===== config.mk =====
export PLATFORM = sky130hd
export DESIGN_NAME = dds_wave_gen
export DESIGN_NICKNAME = d
export VERILOG_FILES = /design/src/rtl/dds_wave_gen.sv
export SDC_FILE = /design/constraint.sdc
export NUM_CORES = 1
export LEC_CHECK = 0
export CORE_AREA = 3 3 108 110
export DETAILED_ROUTE_END_ITERATION = 10
export DIE_AREA = 0 0 111 113
export MAX_ROUTING_LAYER = met4
export PLACE_DENSITY = 0.82
export SETUP_SLACK_MARGIN = 0.2
export SYNTH_ARGS = -nofsm -noshare
export SYNTH_HDL_FRONTEND = slang
export SYNTH_SLANG_ARGS = --single-unit

===== constraint.sdc =====
create_clock -name clk -period 3.4 [get_ports clk]
set_input_delay 0.51 -clock clk [delete_from_list [all_inputs] [get_ports clk]]
set_output_delay 0.51 -clock clk [all_outputs]
set_load 0.1 [all_outputs]

===== src/rtl/dds_wave_gen.sv =====
// -----------------------------------------------------------------------------
// dds_wave_gen
//
// Phase-accumulator waveform generator. A frequency word is registered, held
// as "pending" while it differs from the word in use, and then loaded either
// immediately or at the next phase wrap, so the phase never jumps. The
// accumulator MSBs are mapped to sawtooth, square, triangle or a midscale
// constant. A sync pulse marks the first sample of every period.
//
// Ports:
//   clk           system clock (single domain)
//   rst           asynchronous, active-high reset
//   en            accumulator / sample pipeline advance enable
//   Fword         requested frequency word (quasi-static)
//   upd_mode      0: apply new word at next phase wrap, 1: apply immediately
//   wave_sel      0 saw, 1 square, 2 triangle, 3 midscale
//   wave_out      output sample
//   wave_valid    wave_out carries a new sample this cycle
//   sync          pulse with the first sample after a phase wrap
//   fword_active  frequency word currently used by the accumulator
// -----------------------------------------------------------------------------
module dds_wave_gen #(
    parameter int PHASE_W = 24,
    parameter int OUT_W   = 10
) (
    input  logic               clk,
    input  logic               rst,
    input  logic               en,
    input  logic [PHASE_W-1:0] Fword,
    input  logic               upd_mode,
    input  logic [1:0]         wave_sel,
    output logic [OUT_W-1:0]   wave_out,
    output logic               wave_valid,
    output logic               sync,
    output logic [PHASE_W-1:0] fword_active
);

    typedef enum logic [1:0] {
        WAVE_SAW    = 2'd0,
        WAVE_SQUARE = 2'd1,
        WAVE_TRI    = 2'd2,
        WAVE_MID    = 2'd3
    } wave_e;

    localparam logic [OUT_W-1:0] MIDSCALE = {1'b1, {(OUT_W-1){1'b0}}};

    logic [PHASE_W-1:0] fword_q;
    logic [PHASE_W-1:0] fword_pend;
    logic               pending;
    logic [PHASE_W-1:0] acc;
    logic [PHASE_W-1:0] acc_next;
    logic               wrap;
    logic               wrap_q;
    logic               apply;
    logic [OUT_W-1:0]   sample_next;
    logic [OUT_W-1:0]   tri_bits;

    // A zero word never wraps, so it must not wait for a wrap to be replaced.
    assign apply = pending && (upd_mode || (fword_active == '0) || wrap_q);

    // -------------------------------------------------------------------------
    // Frequency word capture, pending tracking and apply. Runs regardless of en.
    // -------------------------------------------------------------------------
    // NOTE: clocked state is written with non-blocking assignments so every
    // register samples the pre-edge values of its neighbours.
    always_ff @(posedge clk or posedge rst) begin
        if (rst) begin
            fword_q      <= '0;
            fword_pend   <= '0;
            pending      <= 1'b0;
            fword_active <= '0;
        end else begin
            fword_q <= Fword;
            if (apply) begin
                fword_active <= fword_pend;
                pending      <= 1'b0;
            end else if (fword_q != fword_active) begin
                // Latest request overwrites any older pending word.
                pending    <= 1'b1;
                fword_pend <= fword_q;
            end else begin
                // Request returned to the active word before it was applied.
                pending <= 1'b0;
            end
        end
    end

    // -------------------------------------------------------------------------
    // Phase accumulator. Uses the word in use before this edge's apply.
    // -------------------------------------------------------------------------
    assign {wrap, acc_next} = {1'b0, acc} + {1'b0, fword_active};

    always_ff @(posedge clk or posedge rst) begin
        if (rst) begin
            acc    <= '0;
            wrap_q <= 1'b0;
        end else if (en) begin
            acc    <= acc_next;
            wrap_q <= wrap;
        end
    end

    // -------------------------------------------------------------------------
    // Sample mapping from the accumulator MSBs.
    // -------------------------------------------------------------------------
    assign tri_bits = acc[PHASE_W-2 -: OUT_W];

    // NOTE: sample_next gets a default before the case so no path leaves it
    // unassigned, which would otherwise infer a latch.
    always_comb begin
        sample_next = MIDSCALE;
        case (wave_e'(wave_sel))
            WAVE_SAW:    sample_next = acc[PHASE_W-1 -: OUT_W];
            WAVE_SQUARE: sample_next = acc[PHASE_W-1] ? '1 : '0;
            WAVE_TRI:    sample_next = acc[PHASE_W-1] ? ~tri_bits : tri_bits;
            WAVE_MID:    sample_next = MIDSCALE;
            default:     sample_next = MIDSCALE;
        endcase
    end

    // wrap_q marks that acc holds a freshly wrapped phase; it is held while
    // en is low, so the first post-wrap sample still carries sync on resume.
    always_ff @(posedge clk or posedge rst) begin
        if (rst) begin
            wave_out   <= '0;
            wave_valid <= 1'b0;
            sync       <= 1'b0;
        end else if (en) begin
            wave_out   <= sample_next;
            wave_valid <= 1'b1;
            sync       <= wrap_q;
        end else begin
            wave_valid <= 1'b0;
            sync       <= 1'b0;
        end
    end

endmodule


-- After elaboration in Yosys (flattened, before gate mapping)
Index checks and enable logic that the tools add are counted.
- register bits: 110
- logic and storage cells: 29
- $add $sub $neg: 1
- equality and inequality tests: 4
- muxes and demuxes: 7
- bitwise gates (word level): 2
- reduce and logical (&&, ||, !) cells: 6
- operators by type and width (cell ; number):
    case mux 10 bit (4 select lines) ; 1
    adder 24 x 24 -> 25 bit ; 1
    zero test 24 bit ; 1
    inequality test 24 bit ; 1
    two-way mux 10 bit ; 2
    inverter 10 bit ; 1
    == test 2 bit (second input constant) ; 2
    two-way mux 1 bit ; 4
    == test 2 x 1 -> 1 bit (second input constant) ; 1
    zero test 2 bit ; 1
    logical OR 1 bit ; 2
    AND reduction 2 bit ; 1
    logical AND 1 bit ; 1
    inverter 1 bit ; 1

-- Longest topological paths before layout
Gate-level depths: netlist of run 1.
- depth after elaboration: 6
- depth in mapped cells: 9
- gate-level depth less buffers: 9

-- Least setup slack after synthesis of run 1
Ideal clock, no wire load.
- path kind: register -> register
- start: reg fword_active[0]
- end: reg acc[18]
- library setup time: 0.125 ns
- arrival time: 3.030 ns
- required time: 3.275 ns
- path slack: 0.245 ns
- cell stages (with the launch flop): 10
- cells stage by stage: dfrtp_1 ha_1 fa_1 a211oi_1 o21ai_0 o211a_1 o21ai_1 o21ai_0 xor2_1 mux2_2
- cells in the longest elaborated chain, start to end: 1
- ends and longest elaborated chain (element ; RTL line ; source):
    from (decl) ; 35 ; output logic [PHASE_W-1:0] fword_active
    from (signal assigned) ; 75 ; fword_active <= fword_pend;
    adder 24 x 24 -> 25 bit ; 91 ; assign {wrap, acc_next} = {1'b0, acc} + {1'b0, fword_active};
    to (signal assigned) ; 98 ; acc <= acc_next;
    to (decl) ; 50 ; logic [PHASE_W-1:0] acc;
Every way passes these cells.
A chain may end at the register's enable or synchronous reset.

-- Worst setup path after layout of run 1
Ends and elaborated chain as after synthesis.

==> reports/results.ini, run 1 <==
[finish]
regArea_sq_um=2750
drive_above_1_share_pct=18.7
multiInputGateArea_sq_um=2650
nets=595
stdcell_count=685
n_antenna_cell=0
fill_cells=866
syn2layout_area_growth_pct=18.1

[detailed_routing]
wl_met1_um=5120
vias=3835
vias_per_cell=5.60
first_iter_violations=209
dr_wl_met2_um=5680
routed_wl_um=11500
highest_layer=met4
wire_per_inst_um=16.8
ant_nets=0
wl_met3_um=410
drc=0
drtPass1Iterations=4

[clock_tree]
cts_buffers=9
ctsResizeCount=0
htree_num_levels=3
path_clk_slew_ps=110
insertion_delay_ps=380
cts_tree=yes
cts_hold_buf=0
clockBufferDepth=2
clock-sinks=110
cts-root-buf=clkbuf_8
cts.repair_timing.setup_buffer_count=0

[timing]
finalCritPeriodShare_pct=83.5
rsz0062_at_grt=false
finalHoldViolations=0
fin_tns_setup_ps=0
skew_ps=12.4
tightestPinTransition_ps=995
drv_slew=0
slew_headroom_pct=33.5
min_period_ps=2840
whs_ps=511
final-setup-viol-count=0
fmax_ghz=0.352
fin_ws_ps=561

[global_route]
antenna_found_initial=0
grt_pass1_vias=3940
gr-total-overflow=0
grt_max_degree=111
grt_pass1_wl_um=19600
grt_usage_pct=20.0

[status]
status=finished, final reports clean

[die]
die_w_um=111
die_y_um=113
initial_core_util_pct=50.7
ios=66
core_area_sq_um=10800
rows=38
die_area_sq_um=12500

[placed_design]
dp.cells=669
gp_congestion=0.904
hpwl_um=8560
port_buffers=65
place_ws_ps=561

[worst_setup_path]
start_kind=register
cp_max_fo=5
worst_ep_arrival_time_ps=3120
critPathRequiredTime_ps=3680
end_kind=register
critPathKind=register to register

[synthesis]
yosysUniqueCellTypes=50
synth.avg_cell_area_sq_um=11.5
synth_top_area_share_pct=50.3
synth_enable_flop_cells=0
synthTopCellsByCount=110 x dfrtp_1, 61 x mux2_2, 48 x nor2_1
yosysWarnings=0
syn-num-nets=531
synth-seq-area-share_pct=50.3
synth_area_leaders=dfrtp_1 50%, mux2_2 13%, ha_1 5.5%
ys_ff_latch=110
synth_ff_type=dfrtp_1
synth_most_common_cell=dfrtp_1
synth_area_leader_cell=dfrtp_1
synthCells=476
synth.cell_area_sq_um=5480
async_flop_share_pct=100

[job]
cap_violations=0

[hold_path]
hold_path.class=register to register

[cell usage in the layout (no fill, tap or decap), drive strengths merged, types with 15 or more instances in the layout]
| master | count |
|---|---|
| nand2 | 21 |
| buf | 15 |
| dfrtp | 110 |
| nor2 | 48 |
| xor2 | 23 |
| ha | 24 |
| mux2 | 62 |
| clkdlybuf4s50 | 55 |
| a21oi | 21 |
| xnor2 | 27 |
| o21ai | 21 |
[cells by family after synthesis]
logic type | count (synthesis) | synth area share (%)
fa+ha+maj | 25 | 5.85
flops | 110 | 50.3
simple gates | 117 | 9.87
buf+inv | 21 | 1.51
xor+xnor | 50 | 8.00
compound gates | 91 | 11.7
mux | 62 | 12.8
[state kept, by name, summed over array words and instances, names as in the netlist]
register / flops
wave_out: 10
sync: 1
fword_active: 24
fword_pend: 24
acc: 24
fword_q: 24
pending: 1
wrap_q: 1
wave_valid: 1
[critical path: stages, from the launching register on]
cell and delay (ps):
dfrtp_1 440, ha_1 270, fa_1 430, a211oi_1 230, o21ai_0 220, o211a_1 290, o21ai_1 280, o21ai_0 150
xor2_1 160, mux2_2 270
[final timing paths]
check | from | endpoint | slack, ps | cells past startpoint
max | fword_active[0] | acc[18] | 560 | 9
min in group asynchronous | rst | fword_active[3] | 610 | 3
max reg2reg | fword_active[0] | acc[18] | 560 | 9
min reg2reg | fword_pend[22] | fword_active[22] | 510 | 1
min | fword_pend[22] | fword_active[22] | 510 | 1
max in group asynchronous | rst | acc[7] | 2340 | 3
[per-layer routing]
metal / vias up / GRT usage, %
li1: 1858 / -
met1: 1873 / 25.1
met2: 85 / 33.6
met3: 19 / 2.35
met4: 0 / 7.88
met5: - / -
[final cells by class]
class,instances,share of cell area (%)
Sequential cell,110,42.6
Multi-Input combinational cell,345,41.0
Timing Repair Buffer,70,10.6
Tap cell,140,2.71
Clock buffer,10,1.97
Clock inverter,6,0.851
Inverter,4,0.290
[metrics by stage]
step,utilization [%],cell area [sq um]
2_1_floorplan,-,5480
3_5_place_dp,58.2,6280
3_3_place_gp,58.2,6280
4_1_cts,59.9,6470
5_1_grt,59.9,6470
6_report,59.9,6470
Power of run 1 is not shown: default switching activity piles up to over one toggle a cycle in this logic, so the estimate is an artifact.
==> inputs of run 2 (changes only) <==
CORE_AREA = 3 3 103 105   (was 3 3 108 110)
DIE_AREA = 0 0 106 108   (was 0 0 111 113)
PLACE_DENSITY = 0.85   (was 0.82)
clock period = 2.82 ns   (was 3.4 ns; I/O delays follow)
==> run 2 against run 1 <==
Die area decreased by 8.7%. Flip-flop and latch count unchanged. Core utilization increased by 7.1 points. Critical path depth unchanged. Final area increased by 0.89%. Non-clock buffer count increased by 5.
==> reports/results.ini, run 2 (synthesis results as in run 1) <==
[status]
status=finished, final reports clean

[worst_setup_path]
worst_ep_arrival_time_ps=2790  ; -330 ps
r2r_slack_ps=300  ; -260 ps
critPathKind=register to register
regToRegStartpoint=fword_active[0]
cp_max_fo=4  ; -1
r2r_cells=9  ; unchanged
crit_start=fword_active[0]
reg2reg_to=acc[16]
end_kind=register
cp-endpoint=acc[16]
critPathRequiredTime_ps=3090  ; -590 ps
start_kind=register

[finish]
drive_above_1_share_pct=29.8  ; +11 points
fill_cells=752  ; -13%
final_common_cell=dfrtp_1
multiInputGateArea_sq_um=2730  ; +3.0%
final_util_pct=67.1  ; +7.1 points
final_cell_mix=89 x dfrtp_1, 61 x mux2_2, 48 x nor2_1
n_antenna_cell=0  ; unchanged
regArea_sq_um=2780  ; +0.95%
final_cell_area_sq_um=6530  ; +0.89%
syn2layout_area_growth_pct=19.1
nets=600  ; +0.84%

[hold_path]
hold_path.class=primary input to asynchronous set/reset pin

[die]
die_w_um=106  ; -4.5%
initial_core_util_pct=56.3  ; +5.5 points
die_y_um=108  ; -4.4%
ios=66  ; unchanged
core_area_sq_um=9730  ; -9.9%
die_area_sq_um=11400  ; -8.7%
rows=36  ; -5.3%

[clock_tree]
clock-sinks=110  ; unchanged
clockBufferDepth=2  ; unchanged
insertion_delay_ps=380  ; about the same
cts-root-buf=clkbuf_8
cts_tree=yes
cts_buffers=9  ; unchanged
cts_hold_buf=0  ; unchanged
path_clk_slew_ps=110  ; about the same
htree_num_levels=3  ; unchanged

[detailed_routing]
vias_per_cell=5.87  ; +4.8%
ant_nets=0  ; unchanged
vias=4007  ; +4.5%
drc=0  ; unchanged
drtPass1Iterations=5  ; +1
wire_per_inst_um=17.7  ; +5.6%
first_iter_violations=192  ; -8.1%
routed_wl_um=12100  ; +5.3%

[global_route]
grt_max_degree=91  ; -18%
grt_pass1_wl_um=19800  ; +1.3%
gr-total-overflow=0  ; unchanged
grt_usage_pct=22.7  ; +2.7 points
antenna_found_initial=0  ; unchanged
grt_pass1_vias=4104  ; +4.2%

[timing]
skew_ps=13.7  ; +1.33 ps
min_period_ps=2520  ; -315 ps
tightestPinTransition_ps=646  ; -349 ps
fin_tns_setup_ps=0  ; unchanged
finalHoldViolations=0  ; unchanged
final-setup-viol-count=0  ; unchanged
drv_slew=0  ; unchanged
fmax_ghz=0.396  ; +12%
slew_headroom_pct=56.8  ; +23 points
finalCritPeriodShare_pct=89.5  ; +6.0 points
rsz0062_at_grt=true

[placed_design]
port_buffers=65  ; unchanged
dpl-instance-area_sq_um=6300  ; +0.26%
gp_congestion=0.952  ; +5.4%
hpwl_um=8820  ; +3.0%

[job]
cap_violations=0  ; unchanged

run 2: worst min-delay path by stage:
| stage | from | to | slack (ps) | cells after the start |
|---|---|---|---|---|
| 2_1_floorplan | Fword[0] | fword_q[0] | 450 | 0 |
| 5_1_grt | rst | fword_pend[4] | 440 | 2 |
| 3_5_place_dp | acc[3] | acc[3] | 490 | 1 |
| 4_1_cts | rst | fword_q[4] | 400 | 2 |
| 3_3_place_gp | acc[3] | acc[3] | 480 | 1 |
| 6_report | rst | fword_q[2] | 410 | 2 |
run 2: area by class of cell:
| cell class | count | share of cell area, % |
|---|---|---|
| tap | 133 | 2.55 |
| multi-input combinational | 345 | 41.8 |
| clock inverter | 6 | 0.863 |
| clock buffer | 10 | 1.96 |
| timing repair buffer | 75 | 9.93 |
| inverter | 4 | 0.288 |
| sequential | 110 | 42.6 |
run 2: per-layer routing:
metal | track usage (%) | vias to the layer above | wire length [um]
met1 | 27.1 | 2001 | 5070
met4 | 6.85 | 0 | 263
met3 | 4.12 | 27 | 668
met5 | - | - | 0
li1 | - | 1855 | -
met2 | 39.7 | 124 | 6120
run 2: repair_timing:
| item | 4_1_cts | 5_1_grt |
|---|---|---|
| resized for setup | 0 | 6 |
| buffers inserted | 0 | 1 |
| setup endpoints to repair | 0 | 4 |
| endpoints found under the hold margin | 0 | 0 |
run 2: through the flow:
stage                     std cells  setup slack, ps  hold slack, ps
after global routing            683              182             438
final                           683              296             405
after floorplan                 476              203             454
after global placement          666              400             480
after detailed placement        666              314             486
after CTS                       682              272             405
run 2: critical path, stage by stage (launching register included):
cell and delay (ps):
dfrtp_2 450, ha_4 180, fa_2 370, a211oi_2 260, o21ai_2 120, o2111ai_2 270, a31oi_4 140, a211oi_2 240
xnor2_1 100, mux2_2 270
Power of run 2 is left out for the same reason.
